### config.mk
export PLATFORM = sky130hd
export DESIGN_NAME = nexi_uart_tx_arbiter
export DESIGN_NICKNAME = d
export VERILOG_FILES = /design/src/rtl/nexi_uart_tx_arbiter.sv
export SDC_FILE = /design/constraint.sdc
export NUM_CORES = 1
export LEC_CHECK = 0
export CAP_MARGIN = 15
export CORE_ASPECT_RATIO = 0.75
export CORE_UTILIZATION = 35
export DETAILED_ROUTE_END_ITERATION = 6
export PLACE_DENSITY = 0.77
export SYNTH_ARGS = -nofsm -noshare
export SYNTH_HDL_FRONTEND = slang
export SYNTH_SLANG_ARGS = --single-unit
### constraint.sdc
create_clock -name clk_i -period 2.2 [get_ports clk_i]
set_input_delay 0.22 -clock clk_i [delete_from_list [all_inputs] [get_ports clk_i]]
set_output_delay 0.22 -clock clk_i [all_outputs]
set_load 0.05 [all_outputs]
### src/rtl/nexi_uart_tx_arbiter.sv
// Round-robin arbiter that lets NUM_REQ byte producers share one UART transmit
// holding register, acting as the single Wishbone master of the UART.
module nexi_uart_tx_arbiter #(
  parameter int NUM_REQ = 4,
  parameter int TIMEOUT = 65535
) (
  input  logic                   clk_i,
  input  logic                   rst_i,
  input  logic [NUM_REQ-1:0]     req_valid_i,
  input  logic [8*NUM_REQ-1:0]   req_data_i,
  output logic [NUM_REQ-1:0]     req_ready_o,
  output logic                   busy_o,
  output logic                   timeout_o,
  output logic                   wb_cyc_o,
  output logic                   wb_stb_o,
  output logic                   wb_we_o,
  output logic [2:0]             wb_addr_o,
  output logic [3:0]             wb_sel_o,
  output logic [31:0]            wb_data_o,
  input  logic                   wb_ack_i,
  input  logic [31:0]            wb_data_i,
  input  logic                   irq_i
);

  localparam int          PTR_W   = (NUM_REQ > 1) ? $clog2(NUM_REQ) : 1;
  localparam logic [15:0] TO_LAST = 16'(TIMEOUT - 1);
  localparam logic [3:0]  SEL_THR = 4'b0100;
  localparam logic [3:0]  SEL_IER = 4'b0010;
  localparam logic [3:0]  SEL_ISR = 4'b0001;

  typedef enum logic [2:0] {
    S_INIT_IER,
    S_RELEASE,
    S_IDLE,
    S_WR_THR,
    S_WAIT_TX,
    S_RD_ISR
  } state_t;

  state_t             r_state, w_state_nxt;
  state_t             r_ret, w_ret_nxt;
  logic [PTR_W-1:0]   r_ptr, w_ptr_nxt;
  logic [7:0]         r_byte;
  logic [15:0]        r_cnt;
  logic               r_cyc, r_we, r_busy, r_timeout;
  logic [3:0]         r_sel;
  logic [31:0]        r_data;

  logic               w_found, w_grant, w_timeout;
  logic [PTR_W-1:0]   w_idx, w_gnt_idx;
  logic [7:0]         w_gnt_byte;
  logic               w_cyc_nxt, w_we_nxt;
  logic [3:0]         w_sel_nxt;
  logic [31:0]        w_data_nxt;
  logic               w_unused_rdata;

  // ISR read data is irrelevant: the read itself clears the interrupt.
  assign w_unused_rdata = ^wb_data_i;

  // First valid requester at or after the pointer, wrapping.
  always_comb begin
    // NOTE: every variable gets a default before any branch, so no path
    // leaves one unassigned and no latch is inferred.
    w_found    = 1'b0;
    w_gnt_idx  = '0;
    w_gnt_byte = '0;
    w_idx      = '0;
    for (int i = 0; i < NUM_REQ; i++) begin
      w_idx = PTR_W'((int'(r_ptr) + i) % NUM_REQ);
      for (int j = 0; j < NUM_REQ; j++) begin
        if (!w_found && w_idx == PTR_W'(j) && req_valid_i[j]) begin
          w_found    = 1'b1;
          w_gnt_idx  = PTR_W'(j);
          w_gnt_byte = req_data_i[8*j +: 8];
        end
      end
    end
  end

  assign w_ptr_nxt = PTR_W'((int'(w_gnt_idx) + 1) % NUM_REQ);

  // Ack is qualified with r_cyc so a stale ack after reset is not taken.
  always_comb begin
    w_state_nxt = r_state;
    w_ret_nxt   = r_ret;
    w_grant     = 1'b0;
    w_timeout   = 1'b0;
    case (r_state)
      S_INIT_IER: if (wb_ack_i && r_cyc) begin
        w_state_nxt = S_RELEASE;
        w_ret_nxt   = S_IDLE;
      end
      S_RELEASE:  if (!wb_ack_i) w_state_nxt = r_ret;
      S_IDLE:     if (w_found) begin
        w_grant     = 1'b1;
        w_state_nxt = S_WR_THR;
      end
      S_WR_THR:   if (wb_ack_i && r_cyc) begin
        w_state_nxt = S_RELEASE;
        w_ret_nxt   = S_WAIT_TX;
      end
      S_WAIT_TX:  if (irq_i) begin
        w_state_nxt = S_RD_ISR;
      end else if (r_cnt == TO_LAST) begin
        w_timeout   = 1'b1;
        w_state_nxt = S_RD_ISR;
      end
      S_RD_ISR:   if (wb_ack_i && r_cyc) begin
        w_state_nxt = S_RELEASE;
        w_ret_nxt   = S_IDLE;
      end
      default:    w_state_nxt = S_INIT_IER;
    endcase
  end

  // Bus outputs are registered from the next state so they are glitch-free
  // and all zero in the cycle after reset.
  always_comb begin
    w_cyc_nxt  = 1'b0;
    w_we_nxt   = 1'b0;
    w_sel_nxt  = '0;
    w_data_nxt = '0;
    case (w_state_nxt)
      S_INIT_IER: begin
        w_cyc_nxt  = 1'b1;
        w_we_nxt   = 1'b1;
        w_sel_nxt  = SEL_IER;
        w_data_nxt = {16'h0000, 8'h01, 8'h00};
      end
      S_WR_THR: begin
        w_cyc_nxt  = 1'b1;
        w_we_nxt   = 1'b1;
        w_sel_nxt  = SEL_THR;
        w_data_nxt = {8'h00, (w_grant ? w_gnt_byte : r_byte), 16'h0000};
      end
      S_RD_ISR: begin
        w_cyc_nxt  = 1'b1;
        w_sel_nxt  = SEL_ISR;
      end
      default: ;
    endcase
  end

  // A grant during the reset cycle would be discarded, so it is not signalled.
  always_comb begin
    req_ready_o = '0;
    for (int j = 0; j < NUM_REQ; j++)
      req_ready_o[j] = w_grant && !rst_i && (w_gnt_idx == PTR_W'(j));
  end

  always_ff @(posedge clk_i) begin
    // NOTE: non-blocking assignments so every register samples pre-edge values
    // regardless of statement order.
    if (rst_i) begin
      r_state   <= S_INIT_IER;
      r_ret     <= S_IDLE;
      r_ptr     <= '0;
      r_byte    <= '0;
      r_cnt     <= '0;
      r_cyc     <= 1'b0;
      r_we      <= 1'b0;
      r_sel     <= '0;
      r_data    <= '0;
      r_busy    <= 1'b0;
      r_timeout <= 1'b0;
    end else begin
      r_state   <= w_state_nxt;
      r_ret     <= w_ret_nxt;
      if (w_grant) begin
        r_byte <= w_gnt_byte;
        r_ptr  <= w_ptr_nxt;
      end
      r_cnt     <= (r_state == S_WAIT_TX) ? r_cnt + 16'd1 : 16'd0;
      r_cyc     <= w_cyc_nxt;
      r_we      <= w_we_nxt;
      r_sel     <= w_sel_nxt;
      r_data    <= w_data_nxt;
      r_busy    <= (w_state_nxt != S_IDLE);
      r_timeout <= w_timeout;
    end
  end

  assign wb_cyc_o  = r_cyc;
  assign wb_stb_o  = r_cyc;
  assign wb_we_o   = r_we;
  assign wb_addr_o = 3'b000;
  assign wb_sel_o  = r_sel;
  assign wb_data_o = r_data;
  assign busy_o    = r_busy;
  assign timeout_o = r_timeout;

endmodule
==> impl_metrics.yaml, run 1 <==
die:
  io_pins: 120
  fp.dieW_um: 122
  core.rowCount: 32
  die_h_um: 91.9
  coreArea_mm2: 0.0104
  die_area_mm2: 0.0112
  start_util: 0.364
yosys:
  yosysWarnings: 0
  avgSynthCellArea_um2: 7.99
  yosys.area_share.xor_xnor: 0.0279
  ys_seq_area_frac: 0.249
  yosys_register_bits: 47
  synth_compound_area_frac: 0.242
  synth_area_mm2: 0.00377
  synthMuxAreaShare: 0.0209
  synth_fa_ha_area_frac: 0.0199
  synthCells: 472
  yosys.area.top_type_share: 0.249
  synth_edf_count: 0
  yosys.area.top_type: "dfxtp_1"
  synthTopCellsByArea: "dfxtp_1 25%, buf_4 6.0%, nand3_1 5.2%"
  synth_simple_gate_area_frac: 0.317
  synth_flop_cell: "dfxtp_1"
  synth_top_family_by_area: "simple AND/OR/NAND/NOR gates"
  synthArstFlopShare: 0
  ys_types: 76
timing:
  setup_violations: 1
  drv_slew: 0
  relSlewSlack: 0.632
  hold_viol: 0
  setup_ws_ns: -0.0259
  rsz0062_at_grt: "yes"
  fin_setup_tns_ns: -0.0259
  fmax_ghz: 0.449
  clock_skew_ns: 0.00789
  period_share: 1.01
  fin_crit_ns: 2.23
  tightest_slew_ns: 0.551
critical_path:
  required_ns: 1.98
  worstPathMaxFanout: 9
  startpoint_type: "flop"
  critPathCaptureType: "primary output"
  critPathArrivalTime_ns: 2.01
  critPathKind: "reg2out"
route:
  ant_nets: 0
  drtIter0Drc: 270
  drc: 0
  routed_wl_um: 12200
  wire_per_inst_um: 17.1
  drtPass1Iterations: 5
  num_vias: 4099
  viasPerCell: 5.74
run_status:
  violations: "setup timing"
  status: "complete, but fails checks"
global_route:
  grt_start_max_net_pins: 31
  grt_pass1_wl_um: 19600
  grt_pass1_vias: 3880
  grt_overflow: 0
  grt.total_usage: 0.223
  antenna_found_initial: 0
final_layout:
  drive_gt1_frac: 0.234
  final_common_cell: "buf_4"
  final_cell_mix: "68 x buf_4, 52 x clkdlybuf4s50_1, 45 x dfxtp_1"
  diodes: 0
  nNetsFinal: 655
  syn2layout_area_growth_pct: 35.7
  finalInstanceArea_mm2: 0.00512
clocking:
  cts.sinks: 47
  clk_latency_ns: 0.29
  cts.clk_slew.worst_paths_ns: 0.06
  htreeDepth: 2
  cts_hold_buffers: 0
  cts_buffers: 5
  cts_root_buffer: "clkbuf_16"
  tritoncts: "done"
  cts_buffer_depth: 2
min_path:
  hold_class: "reg2reg"
placed_design:
  gp_congestion: 0.977
  dpl.hpwl_um: 9270
  port-buffer-count: 60
  place_area_mm2: 0.00483
pwr:
  p_leak_nw: 1.93
  ir_worst_vdd_mv: 0.331
  powerDensity_mw_per_mm2: 534
job:
  maxCapViolCount: 0
[path summary, 6_finish.rpt]
kind / cells past startpoint / start / end / slack (ns)
worst max-delay path: 6 / r_ptr[0]$_SDFFE_PP0P_ / req_ready_o[1] / -0.03
worst max register to register: 6 / r_state[0]$_SDFF_PP0_ / wb_data_o[23]$_SDFF_PP0_ / 0.17
worst min-delay path: 1 / r_cnt[0]$_SDFF_PP0_ / r_cnt[0]$_SDFF_PP0_ / 0.46
worst min register to register: 1 / r_cnt[0]$_SDFF_PP0_ / r_cnt[0]$_SDFF_PP0_ / 0.46
[routing by layer]
metal  routed length (um)  track usage  up-vias
li1                     -            -     1913
met1                 5600        0.310     1961
met2                 5450        0.334      202
met3                  965       0.0473       23
met4                  211       0.0833        0
met5                    0            0        -
[area by class of cell]
class | count | area [um^2]
clock buffer | 6 | 139
tap | 136 | 170
multi-input combinational | 376 | 2520
clock inverter | 2 | 38.8
fill | 978 | 5250
inverter | 13 | 52.6
sequential | 47 | 948
timing repair buffer | 134 | 1250
[stage by stage]
| step | instances | total power [W] | hold WS (ns) | utilization | setup slack (ns) |
|---|---|---|---|---|---|
| 2_1_floorplan | 498 | 0.00154 | 0.298 | - | 0.0263 |
| 6_report | 714 | 0.00274 | 0.461 | 0.494 | -0.0259 |
| 3_3_place_gp | 701 | 0.00182 | 0.441 | 0.466 | -0.214 |
| 3_5_place_dp | 701 | 0.00183 | 0.456 | 0.466 | -0.229 |
| 4_1_cts | 713 | 0.00274 | 0.470 | 0.493 | -0.0102 |
| 5_1_grt | 714 | 0.00286 | 0.497 | 0.494 | -0.0745 |
[timing repair]
item | in CTS | in global routing
endpoints found under the setup margin | 4 | 4
pin swaps | 2 | 0
gates resized for setup | 22 | 3
buffers inserted | 3 | 1
gates cloned | 1 | 0
[where the power goes]
group,total [W],internal (W),switching [W]
registers,0.000927,0.000892,0.0000346
clock network,0.000881,0.000570,0.000310
logic,0.000930,0.000377,0.000553
[Yosys cell counts (5+ instances only)]
cell,n
or3_1,5
nand2b_1,9
a21oi_1,28
inv_1,13
a211oi_1,13
nand2_1,34
o21ai_0,8
and3b_1,7
xor2_1,9
a311oi_1,6
nor2_1,42
buf_2,16
a32oi_1,5
clkbuf_1,10
buf_6,6
a221oi_1,5
nand3_1,39
ha_1,6
and3_1,5
nor3_1,11
and2_1,8
nor2b_1,6
dfxtp_1,47
buf_4,30
[flip-flops by register name, summed over array words and instances, names as in the netlist]
name	cells
busy_o	1
r_byte	8
r_cnt	16
r_ptr	2
r_ret	2
r_state	3
timeout_o	1
wb_cyc_o	1
wb_data_o	9
wb_sel_o	3
wb_we_o	1
[kinds of logic (layout without fill, tap and decap cells)]
kind of cell               after synthesis  in the layout
AOI/OAI and AO/OA                      119            119
and+or+nand+nor                        207            207
DFF                                     47             47
other                                    1             27
xor gates and xnor gates                12             12
muxes                                    5              5
adders and majority gates                6              6
buffers and inverters                   75            155
[critical path: stages, from the launching register on]
cell and delay [ns]:
dfxtp_4 0.43, clkinvlp_4 0.22, a221oi_4 0.48, buf_4 0.20, ha_4 0.11, and2_4 0.14, buf_12 0.13
No activity file was read; power rests on OpenSTA's default activity.
==> run 2: changes to the inputs <==
--- a/config.mk
+++ b/config.mk
@@ -10,6 +10,7 @@
 export CORE_UTILIZATION = 35
 export DETAILED_ROUTE_END_ITERATION = 6
 export PLACE_DENSITY = 0.77
+export SKIP_LAST_GASP = 1
 export SYNTH_ARGS = -nofsm -noshare
 export SYNTH_HDL_FRONTEND = slang
 export SYNTH_SLANG_ARGS = --single-unit
==> run 2 against run 1 <==
  * Critical path depth did not move
  * The flow still finishes with violations (setup timing)
  * Critical endpoint unchanged
  * Maximum frequency increased by 0.13%
  * Worst setup slack gained 0.0030 ns
  * Total power about the same
  * Flip-flop and latch count unchanged
  * Final area unchanged
  * Routed wire length rose by 0.50%
==> impl_metrics.yaml, run 2 (synthesis results as in run 1) <==
timing:
  rsz0062_at_grt: "yes"
  tightest_slew_ns: 0.550
  period_share: 1.01
  hold_viol: 0
  clock_skew_ns: 0.00795
  fin_crit_ns: 2.22
  fin_setup_tns_ns: -0.0229
  drv_slew: 0
  fmax_ghz: 0.450
  setup_violations: 1
  relSlewSlack: 0.632
  setup_ws_ns: -0.0229
  whs_ns: 0.461
route:
  routed_wl_um: 12300
  num_vias: 4084
  drc: 0
  viasPerCell: 5.72
  drtIter0Drc: 279
  ant_nets: 0
  drtPass1Iterations: 5
  wire_per_inst_um: 17.2
clocking:
  htreeDepth: 2
  cts.clk_slew.worst_paths_ns: 0.06
  clk_latency_ns: 0.29
  tritoncts: "done"
  cts.sinks: 47
  cts_root_buffer: "clkbuf_16"
  cts_buffer_depth: 2
  cts_buffers: 5
  cts_hold_buffers: 0
pwr:
  seq_power_share: 0.338
  ir_worst_vdd_mv: 0.331
  p_leak_nw: 1.93
  powerDensity_mw_per_mm2: 535
  p_clk_frac: 0.322
  combPwrFrac: 0.340
  swShare: 0.328
  p_total_w: 0.00274
  switchingPower_w: 0.000900
  intPower_w: 0.00184
run_status:
  violations: "setup timing"
  status: "complete, but fails checks"
final_layout:
  drive_gt1_frac: 0.234
  largest_reg_flops: 16
  largest-register: "r_cnt"
  fillers: 978
  final_common_cell: "buf_4"
  syn2layout_area_growth_pct: 35.7
  diodes: 0
  nNetsFinal: 655
  finalInstanceArea_mm2: 0.00512
  final_util: 0.494
  final_cell_mix: "68 x buf_4, 52 x clkdlybuf4s50_1, 45 x dfxtp_1"
critical_path:
  critPathKind: "reg2out"
  timing.rr.start: "r_state[0]$_SDFF_PP0_"
  startpoint_type: "flop"
  critPathCaptureType: "primary output"
  required_ns: 1.98
  worstPathMaxFanout: 4
  critPathArrivalTime_ns: 2.00
  cp-startpoint: "r_ptr[1]$_SDFFE_PP0P_"
placed_design:
  place_area_mm2: 0.00483
  port-buffer-count: 60
  gp_congestion: 0.977
  dpl.hpwl_um: 9270
global_route:
  antenna_found_initial: 0
  grt_pass1_vias: 3880
  grt_start_max_net_pins: 31
  grt_pass1_wl_um: 19600
  grt_overflow: 0
  grt.total_usage: 0.223
die:
  io_pins: 120
  core.rowCount: 32
  coreArea_mm2: 0.0104
  start_util: 0.364
  die_h_um: 91.9
  fp.dieW_um: 122
  die_area_mm2: 0.0112
min_path:
  hold_class: "reg2reg"
  min_from: "r_cnt[0]$_SDFF_PP0_"
job:
  maxCapViolCount: 0
==> run 2: cell counts in the layout (fill, tap and decap cells not counted) <==
Identical to the previous run, type by type.
==> run 2: path summary, 6_finish.rpt <==
| path | endpoint | slack, ns | depth (start not counted) |
|---|---|---|---|
| setup / recovery | req_ready_o[1] | -0.02 | 6 |
| hold / removal | r_cnt[0]$_SDFF_PP0_ | 0.46 | 1 |
| setup reg to reg | wb_data_o[23]$_SDFF_PP0_ | 0.16 | 6 |
| hold reg to reg | r_cnt[0]$_SDFF_PP0_ | 0.46 | 1 |
==> run 2: worst max-delay path, stage by stage (launching register included) <==
cell	delay, ns
dfxtp_4	0.38
mux2_4	0.32
a221oi_4	0.43
buf_4	0.19
ha_4	0.11
and2_4	0.14
buf_12	0.13
==> run 2: area by class of cell <==
cell class                      instances  area (um^2)  area share
Inverter                               13         52.6      0.0103
Sequential cell                        47          948       0.185
Clock inverter                          2         38.8     0.00757
Clock buffer                            6          139      0.0271
Tap cell                              136          170      0.0332
Timing Repair Buffer                  134         1250       0.245
Multi-Input combinational cell        376         2520       0.492
==> run 2: metal layers <==
metal | vias to the layer above | share of wire | track usage
li1 | 1915 | - | -
met1 | 1962 | 0.46 | 0.310
met2 | 194 | 0.45 | 0.334
met3 | 13 | 0.077 | 0.0473
met4 | 0 | 0.011 | 0.0833
met5 | - | 0 | 0
==> run 2: what timing repair did <==
action / in CTS / in global routing
gates cloned: 1 / 0
endpoints found under the setup margin: 4 / 4
pin swaps: 2 / 1
resized for setup: 21 / 4
setup buffers: 3 / 1
==> run 2: through the flow <==
step / instances / setup WS (ns)
floorplan: 498 / 0.0263
global placement: 701 / -0.214
detailed placement: 701 / -0.229
CTS: 713 / -0.0115
global route: 714 / -0.0789
finish: 714 / -0.0229
==> run 2: power groups by stage <==
stage / sequential (W) / combinational [W] / clock [W]
2_1_floorplan: 0.000992 / 0.000545 / 0
3_3_place_gp: 0.000941 / 0.000875 / 0
3_5_place_dp: 0.000943 / 0.000886 / 0
4_1_cts: 0.000925 / 0.000911 / 0.000901
5_1_grt: 0.000930 / 0.000990 / 0.000945
6_report: 0.000927 / 0.000932 / 0.000881
==> run 3: changes to the inputs <==
--- a/config.mk
+++ b/config.mk
@@ -9,6 +9,8 @@
 export CORE_ASPECT_RATIO = 0.75
 export CORE_UTILIZATION = 35
 export DETAILED_ROUTE_END_ITERATION = 6
+export GPL_TIMING_DRIVEN = 0
+export MAX_ROUTING_LAYER = met4
 export PLACE_DENSITY = 0.77
 export SKIP_LAST_GASP = 1
 export SYNTH_ARGS = -nofsm -noshare
==> run 3 against run 2 <==
  * Routed wire length is 3.4% higher
  * Combinational power hardly changed
  * Global-route usage is 1.0 points higher
  * The flow still finishes with violations (setup timing)
  * Largest power group unchanged
  * Critical endpoint is now req_ready_o[0]
  * Core utilization is 1.3 points lower
==> impl_metrics.yaml, run 3 (synthesis results as in run 1) <==
run_status:
  status: "complete, but fails checks"
  violations: "setup timing"
route:
  drtIter0Drc: 384
  ant_nets: 0
  num_vias: 4155
  drtPass1Iterations: 5
  routed_wl_um: 12700
  wire_per_inst_um: 18.0
  drc: 0
  viasPerCell: 5.88
final_layout:
  drive_gt1_frac: 0.214
  largest_reg_flops: 16
  final_cell_mix: "52 x clkdlybuf4s50_1, 46 x dfxtp_1, 39 x nand3_1, 39 x nor2_1, 36 x buf_4"
  final_common_cell: "clkdlybuf4s50_1"
  largest-register: "r_cnt"
  syn2layout_area_growth_pct: 32.3
  final_util: 0.481
  nNetsFinal: 648
  diodes: 0
timing:
  period_share: 1.09
  tightest_slew_ns: 0.713
  fin_setup_tns_ns: -0.733
  drv_slew: 0
  fmax_ghz: 0.416
  fin_crit_ns: 2.41
  rsz0062_at_grt: "yes"
  whs_ns: 0.474
  clock_skew_ns: 0.00608
  hold_viol: 0
  setup_ws_ns: -0.206
  setup_violations: 4
  relSlewSlack: 0.522
clocking:
  cts.sinks: 47
  tritoncts: "done"
  cts_buffer_depth: 2
  cts.clk_slew.worst_paths_ns: 0.06
  clk_latency_ns: 0.29
  htreeDepth: 2
  cts_buffers: 5
  cts_root_buffer: "clkbuf_16"
global_route:
  grt_start_max_net_pins: 16
  grt.total_usage: 0.233
  antenna_found_initial: 0
  grt_pass1_wl_um: 19800
  grt_pass1_vias: 3890
  grt_overflow: 0
critical_path:
  timing.rr.start: "r_ptr[0]$_SDFFE_PP0P_"
  critPathCaptureType: "primary output"
  critPathKind: "reg2out"
  rr_endpoint: "wb_data_o[17]$_SDFF_PP0_"
  reg2reg_slack_ns: 0.03
  worstPathMaxFanout: 4
  startpoint_type: "flop"
  rr_worst_depth: 7
  critPathArrivalTime_ns: 2.19
  required_ns: 1.98
die:
  coreArea_mm2: 0.0104
  core.rowCount: 32
  start_util: 0.364
  io_pins: 120
  die_area_mm2: 0.0112
  fp.dieW_um: 122
  die_h_um: 91.9
pwr:
  ir_worst_vdd_mv: 0.368
  p_leak_nw: 1.87
  powerDensity_mw_per_mm2: 540
placed_design:
  gp_congestion: 0.960
  dpl.hpwl_um: 9800
  port-buffer-count: 58
min_path:
  hold_class: "reg2reg"
  min_from: "r_cnt[0]$_SDFF_PP0_"
  holdPathEnd: "r_cnt[0]$_SDFF_PP0_"
  holdPathStages: 1
job:
  maxCapViolCount: 0
run 3: worst max path at each step:
| stage | endpoint | slack [ns] | from |
|---|---|---|---|
| 6_report | req_ready_o[0] | -0.21 | r_ptr[1]$_SDFFE_PP0P_ |
| 2_1_floorplan | req_ready_o[0] | 0.03 | r_ptr[1]$_SDFFE_PP0P_ |
| 5_1_grt | req_ready_o[2] | -0.31 | r_ptr[0]$_SDFFE_PP0P_ |
| 4_1_cts | req_ready_o[2] | -0.23 | r_ptr[1]$_SDFFE_PP0P_ |
| 3_3_place_gp | req_ready_o[2] | -0.99 | req_valid_i[3] |
| 3_5_place_dp | req_ready_o[2] | -1.07 | req_valid_i[3] |
run 3: metrics by stage:
| step | instances | total power, W | cell area (um^2) | worst slack (ns) |
|---|---|---|---|---|
| after floorplan | 498 | 0.00154 | 3890 | 0.0263 |
| after global placement | 692 | 0.00180 | 4640 | -0.985 |
| after detailed placement | 692 | 0.00180 | 4640 | -1.07 |
| after CTS | 707 | 0.00268 | 4930 | -0.228 |
| after global routing | 707 | 0.00281 | 4990 | -0.308 |
| final | 707 | 0.00270 | 4990 | -0.206 |
run 3: area by class of cell:
class | count | area (um^2)
flip-flops and latches | 47 | 942
plain buffers | 62 | 447
clock buffers | 5 | 125
inverters | 13 | 48.8
fillers | 979 | 5380
multi-input cells | 376 | 2570
repair buffers | 65 | 647
clock inverters | 3 | 43.8
well taps | 136 | 170
run 3: metal layers:
layer  share of wire  GRT usage  up-vias
met5               0          -        -
met4           0.013     0.0381        0
met3            0.11     0.0516       20
met2            0.43      0.350      254
met1            0.44      0.323     1973
li1                -          -     1908
run 3: what timing repair did:
item,4_1_cts,5_1_grt
hold buffers,0,0
endpoints found under the setup margin,16,16
pin swaps,3,2
buffers inserted,7,0
gates resized for setup,51,16
run 3: critical path: stages (launching register included):
cell	delay [ns]
dfxtp_2	0.32
buf_6	0.11
buf_8	0.11
buf_8	0.12
mux2_4	0.31
a221oi_4	0.38
inv_2	0.08
ha_2	0.18
and2_4	0.13
buf_8	0.14
run 3: where the power goes:
part / switching (W) / leakage [nW] / internal [W]
Clock: 0.000317 / 0.0838 / 0.000535
Sequential: 0.0000197 / 0.382 / 0.000893
Combinational: 0.000578 / 1.40 / 0.000353
Total: 0.000915 / 1.87 / 0.00178
